### config.mk
export PLATFORM = sky130hd
export DESIGN_NAME = display_7seg_scan
export DESIGN_NICKNAME = d
export VERILOG_FILES = /design/src/rtl/display_7seg_scan.sv
export SDC_FILE = /design/constraint.sdc
export NUM_CORES = 1
export LEC_CHECK = 0
export CAP_MARGIN = 15
export CORE_ASPECT_RATIO = 1.5
export CORE_MARGIN = 4
export CORE_UTILIZATION = 30
export CTS_CLUSTER_DIAMETER = 150
export DETAILED_ROUTE_END_ITERATION = 6
export PLACE_DENSITY_LB_ADDON = 0.2
export SETUP_SLACK_MARGIN = 0.4
export SLEW_MARGIN = 40
export SYNTH_ARGS = -nofsm -noshare
export SYNTH_HDL_FRONTEND = slang
export SYNTH_SLANG_ARGS = --single-unit
export TNS_END_PERCENT = 1
### constraint.sdc
create_clock -name clk -period 2.9 [get_ports clk]
set_clock_uncertainty 0.2 [all_clocks]
set_input_delay 0.29 -clock clk [delete_from_list [all_inputs] [get_ports clk]]
set_output_delay 0.29 -clock clk [all_outputs]
set_load 0.02 [all_outputs]
### src/rtl/display_7seg_scan.sv
// Converts an 8-bit value to BCD with a sequential double-dabble engine and
// drives a multiplexed common-anode 7-segment display with leading-zero blanking.
module display_7seg_scan #(
    parameter int SCAN_CYCLES = 2
) (
    input  logic       clk,
    input  logic       reset_i,
    input  logic [7:0] valor_i,
    output logic [6:0] seg_o,
    output logic [3:0] an_o,
    output logic       busy_o
);

    localparam int CNT_W = (SCAN_CYCLES > 1) ? $clog2(SCAN_CYCLES) : 1;
    localparam logic [CNT_W-1:0] CNT_LAST = CNT_W'(SCAN_CYCLES - 1);

    typedef enum logic [1:0] {IDLE, CONV, UPDATE} state_t;

    state_t           state;
    logic [7:0]       valor_lat;
    logic [19:0]      sh;
    logic [19:0]      sh_adj;
    logic [2:0]       it;
    logic [3:0]       d_u, d_t, d_h;
    logic [CNT_W-1:0] scan_cnt;
    logic [1:0]       idx;
    logic             busy_r;
    logic [3:0]       digit;
    logic             blank;

    function automatic logic [3:0] dabble_adj(input logic [3:0] n);
        return (n >= 4'd5) ? n + 4'd3 : n;
    endfunction

    function automatic logic [6:0] seg_decode(input logic [3:0] d);
        logic [6:0] s;
        case (d)
            4'd0:    s = 7'b1000000;
            4'd1:    s = 7'b1111001;
            4'd2:    s = 7'b0100100;
            4'd3:    s = 7'b0110000;
            4'd4:    s = 7'b0011001;
            4'd5:    s = 7'b0010010;
            4'd6:    s = 7'b0000010;
            4'd7:    s = 7'b1111000;
            4'd8:    s = 7'b0000000;
            4'd9:    s = 7'b0010000;
            default: s = 7'b1111111;
        endcase
        return s;
    endfunction

    // Correct each BCD nibble before the shift so the shift itself carries in decimal
    always_comb begin
        sh_adj = {dabble_adj(sh[19:16]), dabble_adj(sh[15:12]), dabble_adj(sh[11:8]), sh[7:0]};
    end

    always_ff @(posedge clk) begin
        if (reset_i) begin
            state     <= IDLE;
            valor_lat <= 8'd0;
            sh        <= 20'd0;
            it        <= 3'd0;
            d_u       <= 4'd0;
            d_t       <= 4'd0;
            d_h       <= 4'd0;
            busy_r    <= 1'b0;
        end else begin
            case (state)
                IDLE: begin
                    if (valor_i != valor_lat) begin
                        valor_lat <= valor_i;
                        sh        <= {12'd0, valor_i};
                        it        <= 3'd0;
                        state     <= CONV;
                        busy_r    <= 1'b1;
                    end
                end
                CONV: begin
                    sh <= {sh_adj[18:0], 1'b0};
                    it <= it + 3'd1;
                    if (it == 3'd7) begin
                        state <= UPDATE;
                    end
                end
                UPDATE: begin
                    d_h    <= sh[19:16];
                    d_t    <= sh[15:12];
                    d_u    <= sh[11:8];
                    state  <= IDLE;
                    busy_r <= 1'b0;
                end
                default: begin
                    state  <= IDLE;
                    busy_r <= 1'b0;
                end
            endcase
        end
    end

    // Scan runs free of the FSM; only reset restarts it
    always_ff @(posedge clk) begin
        if (reset_i) begin
            scan_cnt <= '0;
            idx      <= 2'd0;
        end else if (scan_cnt == CNT_LAST) begin
            scan_cnt <= '0;
            idx      <= (idx == 2'd2) ? 2'd0 : idx + 2'd1;
        end else begin
            scan_cnt <= scan_cnt + 1'b1;
        end
    end

    always_comb begin
        case (idx)
            2'd0:    digit = d_u;
            2'd1:    digit = d_t;
            default: digit = d_h;
        endcase
        blank = ((idx == 2'd2) && (d_h == 4'd0)) ||
                ((idx == 2'd1) && (d_h == 4'd0) && (d_t == 4'd0));
        if (blank || idx == 2'd3) begin
            an_o  = 4'b1111;
            seg_o = 7'h7F;
        end else begin
            an_o  = ~(4'b0001 << idx);
            seg_o = seg_decode(digit);
        end
    end

    assign busy_o = busy_r;

endmodule

# Yosys cells after proc, flatten, opt, wreduce, memory -nomap -nowiden
# Memories as Yosys holds them, arrays and structs flattened.
# Index checks and enable logic that the tools add are counted.
# Widths: inputs -> output; s select.
# op_classes
reduce_logical,15
bitwise_logic,2
addsub,6
eq_ne,9
shifts,1
n_mux,16
magnitude_cmp,3
# ops
cell,n
$pmux 20 s2,1
$mux 20,1
$ge 4x3->1 const B,3
$mux 4,3
$add 4x2->4 const B,2
$logic_not 4->1,2
$ne 8x8->1,1
$pmux 4 s2,1
$reduce_and 2->1,4
$mux 7,1
$eq 2x2->1 const B,3
$mux 2,3
$mux 3,2
$pmux 3 s2,1
$eq 2x1->1 const B,2
$logic_not 2->1,2
$ne 2x2->1 const B,2
$not 4->4,1
$pmux 2 s2,1
$shl 1x2->4 const A,1
$add 3x1->3 const B,1
$add 3x2->3 const B,1
$eq 3x3->1 const B,1
$logic_and 1x1->1,3
8 further kinds,9
# word_totals
romBits,112
elab_cells,63
register_bits,49
mem_count,1
out_inout_bits,12
# mem_list
name,words,word_bits,read_ports,rd_clocked_by_memory_dff,write_ports,line_no,source
(name not given),16,7,1,0,0,37,case (d)

# Logic depth before layout (Yosys ltp)
# Gate-level depths: netlist of run 1.
# logic_depth
ltp_word,6
ltp_mapped,8
depth_no_buf,7

# Worst setup path after synthesis of run 1
# No wires, ideal clock.
# synth_path
kind,reg2out
startpoint,register idx[1]
endpoint,output port seg_o[1]
path_buffers,1
path_slack_ns,0.627
arrival_time_ns,1.783
t_required_ns,2.410
stages_incl_launch_ff,6
cell_sequence,dfxtp_1 -> buf_2 -> o21ai_0 -> inv_1 -> ha_1 -> o21ai_0
# synth_between
elab_chain_cells,6
# synth_rtl
element,line_no,source
from (decl),26,logic [1:0] idx;
from (signal assigned),108,idx <= (idx == 2'd2) ? 2'd0 : idx + 2'd1;
"parallel branches: the longest is 5 deep, another holds $mem_v2 16x7",--,
$mux 7 (*),122,if (blank || idx == 2'd3) begin
to (decl),9,"output logic [6:0] seg_o,"
# Mark *: on every way between the ends.

# Worst setup path after layout of run 1
# layout_path
startpoint,register idx[0]
endpoint,output port seg_o[5]
# The elaborated chain is that of the path after synthesis.

==> results of run 1 <==
==> worst min-delay path by stage <==
stage,from,to,slack (ps),cells after the start
2_1_floorplan,scan_cnt$_SDFF_PP0_,scan_cnt$_SDFF_PP0_,230,1
3_3_place_gp,scan_cnt$_SDFF_PP0_,scan_cnt$_SDFF_PP0_,240,1
3_5_place_dp,scan_cnt$_SDFF_PP0_,scan_cnt$_SDFF_PP0_,250,1
4_1_cts,scan_cnt$_SDFF_PP0_,scan_cnt$_SDFF_PP0_,260,1
5_1_grt,scan_cnt$_SDFF_PP0_,scan_cnt$_SDFF_PP0_,280,1
6_report,scan_cnt$_SDFF_PP0_,scan_cnt$_SDFF_PP0_,250,1
==> flip-flops by register name (all words and copies together) (netlist names) <==
signal and count:
it 3, valor_lat 8, busy_o 1, d_u 4, sh 20, d_h 4
state 2, scan_cnt 1, idx 2, d_t 4
==> power by group <==
part	internal [uW]	total [uW]	leakage, uW	switching [uW]
logic	76.7	172	0.000659	95.6
clock network	339	568	0.0000700	229
registers	695	715	0.000401	19.5
total	1110	1450	0.00113	344
==> placed cells by master (no fill, tap or decap), types with 2 or more instances in the layout <==
cell type and instances:
sky130_fd_sc_hd__o211ai_1 7, sky130_fd_sc_hd__inv_1 11, sky130_fd_sc_hd__clkdlybuf4s50_1 13, sky130_fd_sc_hd__a22oi_1 13, sky130_fd_sc_hd__nand3b_1 3, sky130_fd_sc_hd__a31oi_1 8
sky130_fd_sc_hd__nand3_1 3, sky130_fd_sc_hd__nor2b_1 2, sky130_fd_sc_hd__nor2_1 22, sky130_fd_sc_hd__o21ai_0 12, sky130_fd_sc_hd__clkdlybuf4s15_1 3, sky130_fd_sc_hd__ha_1 13
sky130_fd_sc_hd__clkbuf_2 2, sky130_fd_sc_hd__dfxtp_1 47, sky130_fd_sc_hd__o21ai_1 7, sky130_fd_sc_hd__nand2b_1 7, sky130_fd_sc_hd__buf_4 12, sky130_fd_sc_hd__mux2i_1 10
sky130_fd_sc_hd__clkbuf_16 5, sky130_fd_sc_hd__a21oi_1 27, sky130_fd_sc_hd__xnor2_1 11, sky130_fd_sc_hd__nand2_1 60
==> timing repair <==
item,4_1_cts,5_1_grt
buffers inserted,3,0
resized for setup,19,7
endpoints found under the setup margin,8,7
==> layout make-up <==
type / count / area [um^2]
tap: 105 / 131
multi-input combinational: 226 / 1420
clock buffer: 7 / 143
sequential: 49 / 986
timing repair buffer: 34 / 305
fill: 862 / 5080
inverter: 11 / 41.3
==> critical path: stages (launching register included) <==
cell	delay, ps
sky130_fd_sc_hd__dfxtp_4	360
sky130_fd_sc_hd__buf_4	150
sky130_fd_sc_hd__mux2_4	300
sky130_fd_sc_hd__mux2i_4	200
sky130_fd_sc_hd__nand2_2	100
sky130_fd_sc_hd__a21oi_4	200
sky130_fd_sc_hd__o21ai_1	90
sky130_fd_sc_hd__dlygate4sd2_1	330
==> per-layer routing <==
layer  track usage (%)  up-vias
met4              3.89        0
li1                  -     1078
met1              11.3      978
met2              22.6       24
met3              1.98        4
met5                 0        -
==> cell families (layout without fill, tap and decap cells) <==
group	count (synthesis)	count (layout)	share of synthesized area, %
simple gates	108	108	19.5
compound gates	80	80	19.7
flops	49	49	38.7
buf+inv	29	52	5.93
fa+ha+maj	13	13	6.42
mux	13	13	5.83
xor+xnor	11	11	3.80
other cells	1	1	0.148
==> metrics by stage <==
stage	worst slack, ps	area [um^2]	utilization, %	hold WS, ps
after detailed placement	188	2850	35.2	247
after global routing	297	3030	37.3	281
after CTS	363	3030	37.4	261
after global placement	238	2850	35.2	240
after floorplan	627	2530	-	226
final	387	3030	37.3	255
==> summary.md, run 1 <==
| Metric | Value |
|---|---|
| Clock edge transition at the registers on the reported setup and hold paths | 60 ps |
| Maximum frequency from static timing analysis | 0.398 GHz |
| Deepest level of the CTS H-tree | 2 |
| Status | finished, final reports clean |
| Minimum setup slack among reg-to-reg paths | 900 ps |
| Setup TNS after final layout | 0 ps |
| 1st-iter DRT viols | 98 |
| Via count | 2084 |
| DR WL met3 | 138 um |
| Uppermost layer routed | met4 |
| Total core area | 8110 um^2 |
| Global-route usage over all layers | 11.2% |
| Synth top cells by count | sky130_fd_sc_hd__nand2_1 (60), sky130_fd_sc_hd__dfxtp_1 (49), sky130_fd_sc_hd__a21oi_1 (27) |
| Die Footprint | 10000 um^2 |
| Mean post-synth cell area | 8.33 um^2 |
| IO buf count | 20 |
| CTS Buffer Depth | 2 |
| Number of storage elements in the synthesis netlist | 49 |
| RSZ-0062 raised after global routing | yes |
| Synthesized cell area | 2530 um^2 |
| Worst setup path endpoint | seg_o[5] |
| Dpl cells | 422 |
| Iteration count of the initial detailed-routing pass | 4 |
| Wire length the detailed router placed on met1 | 2270 um |
| Synthesis Warnings | 0 |
| Antenna violations before repair | 0 |
| Final Instance Count excl. Fillers | 432 |
| Mean number of vias per cell | 4.82 |
| Number of unique standard cell types used by synthesis | 38 |
| Final worst-path cycle share | 86.7% |
| Critical register-to-register path startpoint | valor_lat[1]$_SDFFE_PP0P_ |
| Pin count of the biggest net entering global routing | 41 |
| Routed WL per cell | 12.7 um |
| Post-cts hold buffer count | 0 |
| Power per cell area | 481 nW/um^2 |
| Dominant cell by count in the synthesized netlist | sky130_fd_sc_hd__nand2_1 |
| First-pass GRT wire length | 9450 um |
| Maximum capacitance violations | 0 |
| Clock tree from TritonCTS | done |
| R2R Path End | valor_lat[0]$_SDFFE_PP0P_ |
| CP Capture Type | primary output |
| Top cells by area, synth | sky130_fd_sc_hd__dfxtp_1 (39%), sky130_fd_sc_hd__nand2_1 (8.9%), sky130_fd_sc_hd__ha_1 (6.4%) |
| Vias in the first global route | 2065 |
| Initial standard-cell utilization of the core | 31.3% |
| Cell leakage power | 0.00113 uW |
| Worst setup path category | reg -> out |
| Buffer type at the clock tree root | sky130_fd_sc_hd__clkbuf_16 |
| Dominant cell type by area after synthesis | sky130_fd_sc_hd__dfxtp_1 |
| Final Critical Period | 2510 ps |
| Number of enable-type register cells in the synthesized netlist | 0 |
| Gate count after technology mapping | 304 |
| Worst R2R Path Depth | 6 |
| Number of hold-slack violations in the final timing report | 0 |
| Height of the die | 121 um |
| Total clock buffers created by CTS | 5 |
| Weighted congestion at the end of routability-driven global placement | 0.773 |
| Ports | 22 |
| Detailed route wirelength on metal2 | 3010 um |
| Maximum fanout encountered on the critical timing path | 6 |
| Share of the synthesized area in the top cell type | 38.7% |
| Top FF cell, synth | sky130_fd_sc_hd__dfxtp_1 |
| Post-synth ARST share | 0% |
| Area overhead of the layout relative to synthesis | 19.4% |
| Required time at the worst-slack endpoint | 2410 ps |
| Net count, final | 350 |
| Finish-stage setup viols | 0 |
| Share of the yosys chip area belonging to registers | 38.7% |
| Max-slew violation total from the final report | 0 |
| Antenna viol nets, final | 0 |
| Total congestion overflow after global routing | 0 |
| Net Count, Synth | 327 |
| Clock Sink Count | 49 |
| Total inserted antenna cells | 0 |
| Post-route DRC | 0 |
| Detail Placement HPWL | 4100 um |
| Path type of the worst min-delay path | reg -> reg |
| Layout cells sized above 1 | 11.6% |
| Die outline width | 83.0 um |
| Crit path arrival time | 2020 ps |
| Startpoint class of the critical path | flop |
| CP Launch Point | idx[0]$_SDFFE_PP0P_ |
| Overall power of the completed layout | 1450 uW |
| Maximum VDD drop | 0.398 mV |
| Clock latency on the worst-skew pair | 280 ps |
| Wire length reported by the detailed router | 5490 um |
| Number of placement rows | 40 |
No activity file was read; power rests on OpenSTA's default activity.
==> inputs of run 2 (changes only) <==
--- a/config.mk
+++ b/config.mk
@@ -17,4 +17,3 @@
 export SYNTH_ARGS = -nofsm -noshare
 export SYNTH_HDL_FRONTEND = slang
 export SYNTH_SLANG_ARGS = --single-unit
-export TNS_END_PERCENT = 1
==> constraint.sdc (replaced) <==
create_clock -name clk -period 2.9 [get_ports clk]
set_clock_uncertainty 0.2 [all_clocks]
set_input_delay 0.29 -clock clk [delete_from_list [all_inputs] [get_ports clk]]
set_output_delay 0.29 -clock clk [all_outputs]
set_load 0.005 [all_outputs]
==> summary.md, run 2 (same netlist as run 1, synthesis figures left out) <==
| Metric | Value |
|---|---|
| Status | finished, final reports clean |
| Total inserted antenna cells | 0 (unchanged) |
| Cell leakage power | 0.00117 uW (+3.9%) |
| Crit path arrival time | 1980 ps (-40 ps) |
| Area overhead of the layout relative to synthesis | 22.3% |
| Mean number of vias per cell | 4.81 (-0.39%) |
| Path type of the worst min-delay path | reg -> reg |
| Die outline width | 83.0 um (unchanged) |
| CP top delay family | multiplexers |
| CP Capture Type | primary output |
| Die Footprint | 10000 um^2 (unchanged) |
| Buffer type at the clock tree root | sky130_fd_sc_hd__clkbuf_16 |
| Final Core Density | 38.2% (+0.90 points) |
| Maximum fanout encountered on the critical timing path | 5 (-1) |
| Detail Placement HPWL | 4010 um (-2.0%) |
| Largest stage delay on the critical path | 380 ps (+20 ps) |
| Global-route usage over all layers | 11.7% (+0.41 points) |
| Power per cell area | 498 nW/um^2 (+3.5%) |
| Deepest level of the CTS H-tree | 2 (unchanged) |
| First-pass GRT wire length | 9680 um (+2.4%) |
| Ports | 22 (unchanged) |
| Finish-stage setup viols | 0 (unchanged) |
| Maximum capacitance violations | 0 (unchanged) |
| Worst slew slack as a fraction of its limit | 48.5% |
| Reg with most FFs | sh |
| Final Critical Period | 2470 ps (-40.4 ps) |
| Post-cts hold buffer count | 0 (unchanged) |
| Maximum VDD drop | 0.366 mV (-8.0%) |
| Critical register-to-register path startpoint | valor_lat[4]$_SDFFE_PP0P_ |
| Clock latency on the worst-skew pair | 290 ps (about the same) |
| Ordered cell list for the critical path | mux2_4 -> mux2i_4 -> buf_6 -> nor2_1 -> a211o_1 -> a21o_1 -> dlygate4sd2_1 |
| Weighted congestion at the end of routability-driven global placement | 0.747 (-3.4%) |
| Most common library cell in the layout ignoring fill and taps | sky130_fd_sc_hd__nand2_1 |
| FF/Latch Area | 988 um^2 (+0.25%) |
| Clock tree from TritonCTS | done |
| Wire length reported by the detailed router | 5550 um (+1.2%) |
| 1st-iter DRT viols | 88 (-10%) |
| IO buf count | 20 (unchanged) |
| Multi-input combinational cell area | 1410 um^2 (-0.44%) |
| Worst setup path category | reg -> out |
| Hold_sp | scan_cnt$_SDFF_PP0_ |
| CP Launch Point | idx[0]$_SDFFE_PP0P_ |
| Antenna viol nets, final | 0 (unchanged) |
| Required time at the worst-slack endpoint | 2410 ps (about the same) |
| Number of hold-slack violations in the final timing report | 0 (unchanged) |
| Layout cells sized above 1 | 11.4% (-0.18 points) |
| Largest registers | sh (20), valor_lat (8) |
| Max reg flops | 20 (unchanged) |
| Startpoint class of the critical path | flop |
| Actual transition at the worst max-transition pin | 769 ps |
| Routed WL per cell | 12.7 um (about the same) |
| WP buf/inv | 2 (unchanged) |
| Maximum frequency from static timing analysis | 0.404 GHz (+1.6%) |
| Final worst-path cycle share | 85.3% (-1.4 points) |
| Initial standard-cell utilization of the core | 31.3% (unchanged) |
| Iteration count of the initial detailed-routing pass | 4 (unchanged) |
| Overall power of the completed layout | 1540 uW (+6.0%) |
| Height of the die | 121 um (unchanged) |
| Most used cells in the layout excluding fill and tap cells | sky130_fd_sc_hd__nand2_1 (60), sky130_fd_sc_hd__dfxtp_1 (47), sky130_fd_sc_hd__a21oi_1 (27) |
| Via count | 2100 (+0.77%) |
| Clock Sink Count | 49 (unchanged) |
| Total core area | 8110 um^2 (unchanged) |
| Post-route DRC | 0 (unchanged) |
| Vias in the first global route | 2137 (+3.5%) |
| RSZ-0062 raised after global routing | yes |
| Antenna violations before repair | 0 (unchanged) |
| Net count, final | 354 (+1.1%) |
| Number of placement rows | 40 (unchanged) |
| Total clock buffers created by CTS | 5 (unchanged) |
| Pin count of the biggest net entering global routing | 40 (-2.4%) |
| Total congestion overflow after global routing | 0 (unchanged) |
| CTS Buffer Depth | 2 (unchanged) |
| # fillers | 862 (unchanged) |
| Setup TNS after final layout | 0 ps (unchanged) |
| Max-slew violation total from the final report | 0 (unchanged) |
| Clock edge transition at the registers on the reported setup and hold paths | 60 ps (about the same) |
| Library cell contributing the largest single delay on the critical path | sky130_fd_sc_hd__dfxtp_4 |
[run 2: power breakdown]
part,switching (uW),internal [uW],leakage [uW]
clock,242,431,0.0000841
sequential,20.0,695,0.000401
combinational,77.8,76.8,0.000688
[run 2: worst paths after layout]
kind,end,slack [ps],depth (start not counted)
setup / recovery,seg_o[4],430,7
hold / removal,scan_cnt$_SDFF_PP0_,260,1
setup reg to reg,valor_lat[0]$_SDFFE_PP0P_,1040,6
hold reg to reg,scan_cnt$_SDFF_PP0_,260,1
[run 2: stage by stage]
stage	instance area [um^2]	hold WS, ps	worst slack [ps]	instances
floorplan	2530	226	884	304
global placement	2840	241	278	421
detailed placement	2840	253	236	421
CTS	3080	267	351	436
global route	3100	288	367	437
finish	3100	259	427	437
[run 2: layer usage]
metal	vias to the layer above	global-route usage [%]	wire (um)
li1	1096	-	-
met4	0	4.60	130
met2	27	23.2	2930
met3	10	1.84	140
met5	-	0	0
met1	967	11.8	2360
[run 2: worst register-to-register path, delay by kind of cell, from the launching register on]
kind            cells  cell delay (ps)
compound gates      1              270
buf+inv             1              210
mux                 1              200
flops               1              330
xor+xnor            1              190
simple gates        2              360
[run 2: area by class of cell]
cell class | instances | share of cell area [%]
clock buffers | 7 | 4.60
clock inverters | 1 | 0.969
inverters | 11 | 1.33
multi-input cells | 226 | 45.6
flip-flops and latches | 49 | 31.9
well taps | 105 | 4.24
repair buffers | 38 | 11.3
[run 2: what timing repair did]
item                       in CTS  in global routing
setup endpoints to repair       7                  2
setup buffers                   7                  1
pin swaps                       2                  2
gates resized for setup        16                  3
==> inputs of run 3 (changes only) <==
--- a/config.mk
+++ b/config.mk
@@ -6,6 +6,8 @@
 export NUM_CORES = 1
 export LEC_CHECK = 0
 export CAP_MARGIN = 15
+export CELL_PAD_IN_SITES_DETAIL_PLACEMENT = 0
+export CELL_PAD_IN_SITES_GLOBAL_PLACEMENT = 1
 export CORE_ASPECT_RATIO = 1.5
 export CORE_MARGIN = 4
 export CORE_UTILIZATION = 30
==> summary.md, run 3 (same netlist as run 1, synthesis figures left out) <==
| Metric | Value |
|---|---|
| Maximum capacitance violations | 0 (unchanged) |
| Number of placement rows | 40 (unchanged) |
| Mean number of vias per cell | 4.79 (-0.40%) |
| Detail Placement HPWL | 4130 um (+2.9%) |
| Clock tree from TritonCTS | done |
| Total inserted antenna cells | 0 (unchanged) |
| Final Critical Period | 2560 ps (+91.0 ps) |
| Antenna violations before repair | 0 (unchanged) |
| Clock Sink Count | 49 (unchanged) |
| Post-route DRC | 0 (unchanged) |
| Setup TNS after final layout | 0 ps (unchanged) |
| Max-slew violation total from the final report | 0 (unchanged) |
| Most common library cell in the layout ignoring fill and taps | sky130_fd_sc_hd__nand2_1 |
| Total clock buffers created by CTS | 5 (unchanged) |
| Antenna viol nets, final | 0 (unchanged) |
| Layout cells sized above 1 | 13.0% (+1.6 points) |
| Total core area | 8110 um^2 (unchanged) |
| Maximum fanout encountered on the critical timing path | 5 (unchanged) |
| Reg with most FFs | sh |
| Initial standard-cell utilization of the core | 31.3% (unchanged) |
| Iteration count of the initial detailed-routing pass | 4 (unchanged) |
| Path type of the worst min-delay path | reg -> reg |
| RSZ-0062 raised after global routing | yes |
| Die outline width | 83.0 um (unchanged) |
| Status | finished, final reports clean |
| Ports | 22 (unchanged) |
| CP Launch Point | idx[0]$_SDFFE_PP0P_ |
| Max reg flops | 20 (unchanged) |
| 1st-iter DRT viols | 74 (-16%) |
| Crit path arrival time | 2070 ps (+90 ps) |
| Required time at the worst-slack endpoint | 2410 ps (about the same) |
| Global-route usage over all layers | 11.7% (+0.038 points) |
| Pin count of the biggest net entering global routing | 33 (-18%) |
| Number of hold-slack violations in the final timing report | 0 (unchanged) |
| Overall power of the completed layout | 1470 uW (-4.6%) |
| Power per cell area | 475 nW/um^2 (-4.5%) |
| Hold_sp | scan_cnt$_SDFF_PP0_ |
| Height of the die | 121 um (unchanged) |
| Maximum frequency from static timing analysis | 0.390 GHz (-3.5%) |
| Via count | 2082 (-0.86%) |
| Final worst-path cycle share | 88.4% (+3.1 points) |
| Clock latency on the worst-skew pair | 280 ps (about the same) |
| Most used cells in the layout excluding fill and tap cells | sky130_fd_sc_hd__nand2_1 (60), sky130_fd_sc_hd__dfxtp_1 (47), sky130_fd_sc_hd__a21oi_1 (27) |
| Clock edge transition at the registers on the reported setup and hold paths | 60 ps (about the same) |
| Largest registers | sh (20), valor_lat (8) |
| Wire length reported by the detailed router | 5650 um (+1.7%) |
| Total congestion overflow after global routing | 0 (unchanged) |
| Worst setup path category | reg -> out |
| Net count, final | 352 (-0.56%) |
| Actual transition at the worst max-transition pin | 503 ps (-266 ps) |
| CP Capture Type | primary output |
| Routed WL per cell | 13.0 um (+2.1%) |
| Vias in the first global route | 2057 (-3.7%) |
| # fillers | 898 (+4.2%) |
| Worst slew slack as a fraction of its limit | 66.5% (+18 points) |
| Critical register-to-register path startpoint | valor_lat[0]$_SDFFE_PP0P_ |
| IO buf count | 20 (unchanged) |
| Buffer type at the clock tree root | sky130_fd_sc_hd__clkbuf_16 |
| First-pass GRT wire length | 9740 um (+0.64%) |
| Deepest level of the CTS H-tree | 2 (unchanged) |
| Weighted congestion at the end of routability-driven global placement | 0.707 (-5.4%) |
| Maximum VDD drop | 0.338 mV (-7.7%) |
| Finish-stage setup viols | 0 (unchanged) |
| Die Footprint | 10000 um^2 (unchanged) |
| Startpoint class of the critical path | flop |
| Area overhead of the layout relative to synthesis | 22.1% |
| CTS Buffer Depth | 2 (unchanged) |
| Cell leakage power | 0.00116 uW (-0.78%) |
==> run 3: cell types whose count changed in the layout (fill, tap and decap cells not counted), moves of 2 or more <==
| cell | previous run | this run |
|---|---|---|
| sky130_fd_sc_hd__buf_4 | 14 | 12 |
| sky130_fd_sc_hd__dlygate4sd2_1 | 6 | 4 |
| sky130_fd_sc_hd__mux2i_1 | 11 | 9 |
| sky130_fd_sc_hd__mux2i_2 | 0 | 2 |
| sky130_fd_sc_hd__o21ai_1 | 7 | 5 |
| sky130_fd_sc_hd__o21ai_2 | 1 | 3 |
==> run 3: stage by stage <==
step / cells / setup slack (ps) / hold slack, ps / util, % / area (um^2)
after floorplan: 304 / 884 / 226 / - / 2530
after global routing: 435 / 270 / 297 / 38.1 / 3090
after CTS: 432 / 296 / 266 / 37.5 / 3040
after detailed placement: 422 / 271 / 252 / 35.2 / 2850
after global placement: 422 / 320 / 241 / 35.2 / 2850
final: 435 / 336 / 260 / 38.1 / 3090
==> run 3: worst paths after layout <==
check        cells past startpoint             endpoint  slack (ps)
max reg2reg                      6   sh[6]$_SDFFE_PP0P_         990
min                              1  scan_cnt$_SDFF_PP0_         260
min reg2reg                      1  scan_cnt$_SDFF_PP0_         260
max                              6             seg_o[3]         340
==> run 3: worst max-delay path: stages, from the launching register on <==
cell and delay, ps:
sky130_fd_sc_hd__dfxtp_4 390, sky130_fd_sc_hd__mux2_4 320, sky130_fd_sc_hd__mux2i_4 240, sky130_fd_sc_hd__buf_6 150
sky130_fd_sc_hd__mux2i_1 170, sky130_fd_sc_hd__o21ai_1 70, sky130_fd_sc_hd__clkdlybuf4s50_1 450
==> run 3: power breakdown <==
part,internal [uW],leakage (uW),switching (uW)
combinational,77.2,0.000684,78.1
clock,365,0.0000799,234
sequential,695,0.000401,21.0
==> run 3: what timing repair did <==
action,CTS,global route
pin swaps,2,4
hold buffers,0,0
gates resized for setup,15,8
setup buffers,2,3
setup endpoints to repair,7,5
hold endpoints to repair,0,0
==> run 3: area by class of cell <==
class / count / area (um^2) / share of cell area (%)
multi-input combinational: 226 / 1430 / 46.3
sequential: 49 / 988 / 32.0
timing repair buffer: 36 / 342 / 11.0
clock buffer: 7 / 153 / 4.94
tap: 105 / 131 / 4.25
inverter: 11 / 41.3 / 1.33
clock inverter: 1 / 5.00 / 0.162
==> run 3: routing by layer <==
| metal | vias up | part of all wire [%] | wire, um | GRT usage (%) |
|---|---|---|---|---|
| li1 | 1093 | - | - | - |
| met1 | 959 | 41 | 2300 | 12.5 |
| met2 | 25 | 55 | 3130 | 23.3 |
| met3 | 5 | 2.6 | 147 | 1.70 |
| met4 | 0 | 1.3 | 73 | 3.27 |
| met5 | - | 0 | 0 | 0 |
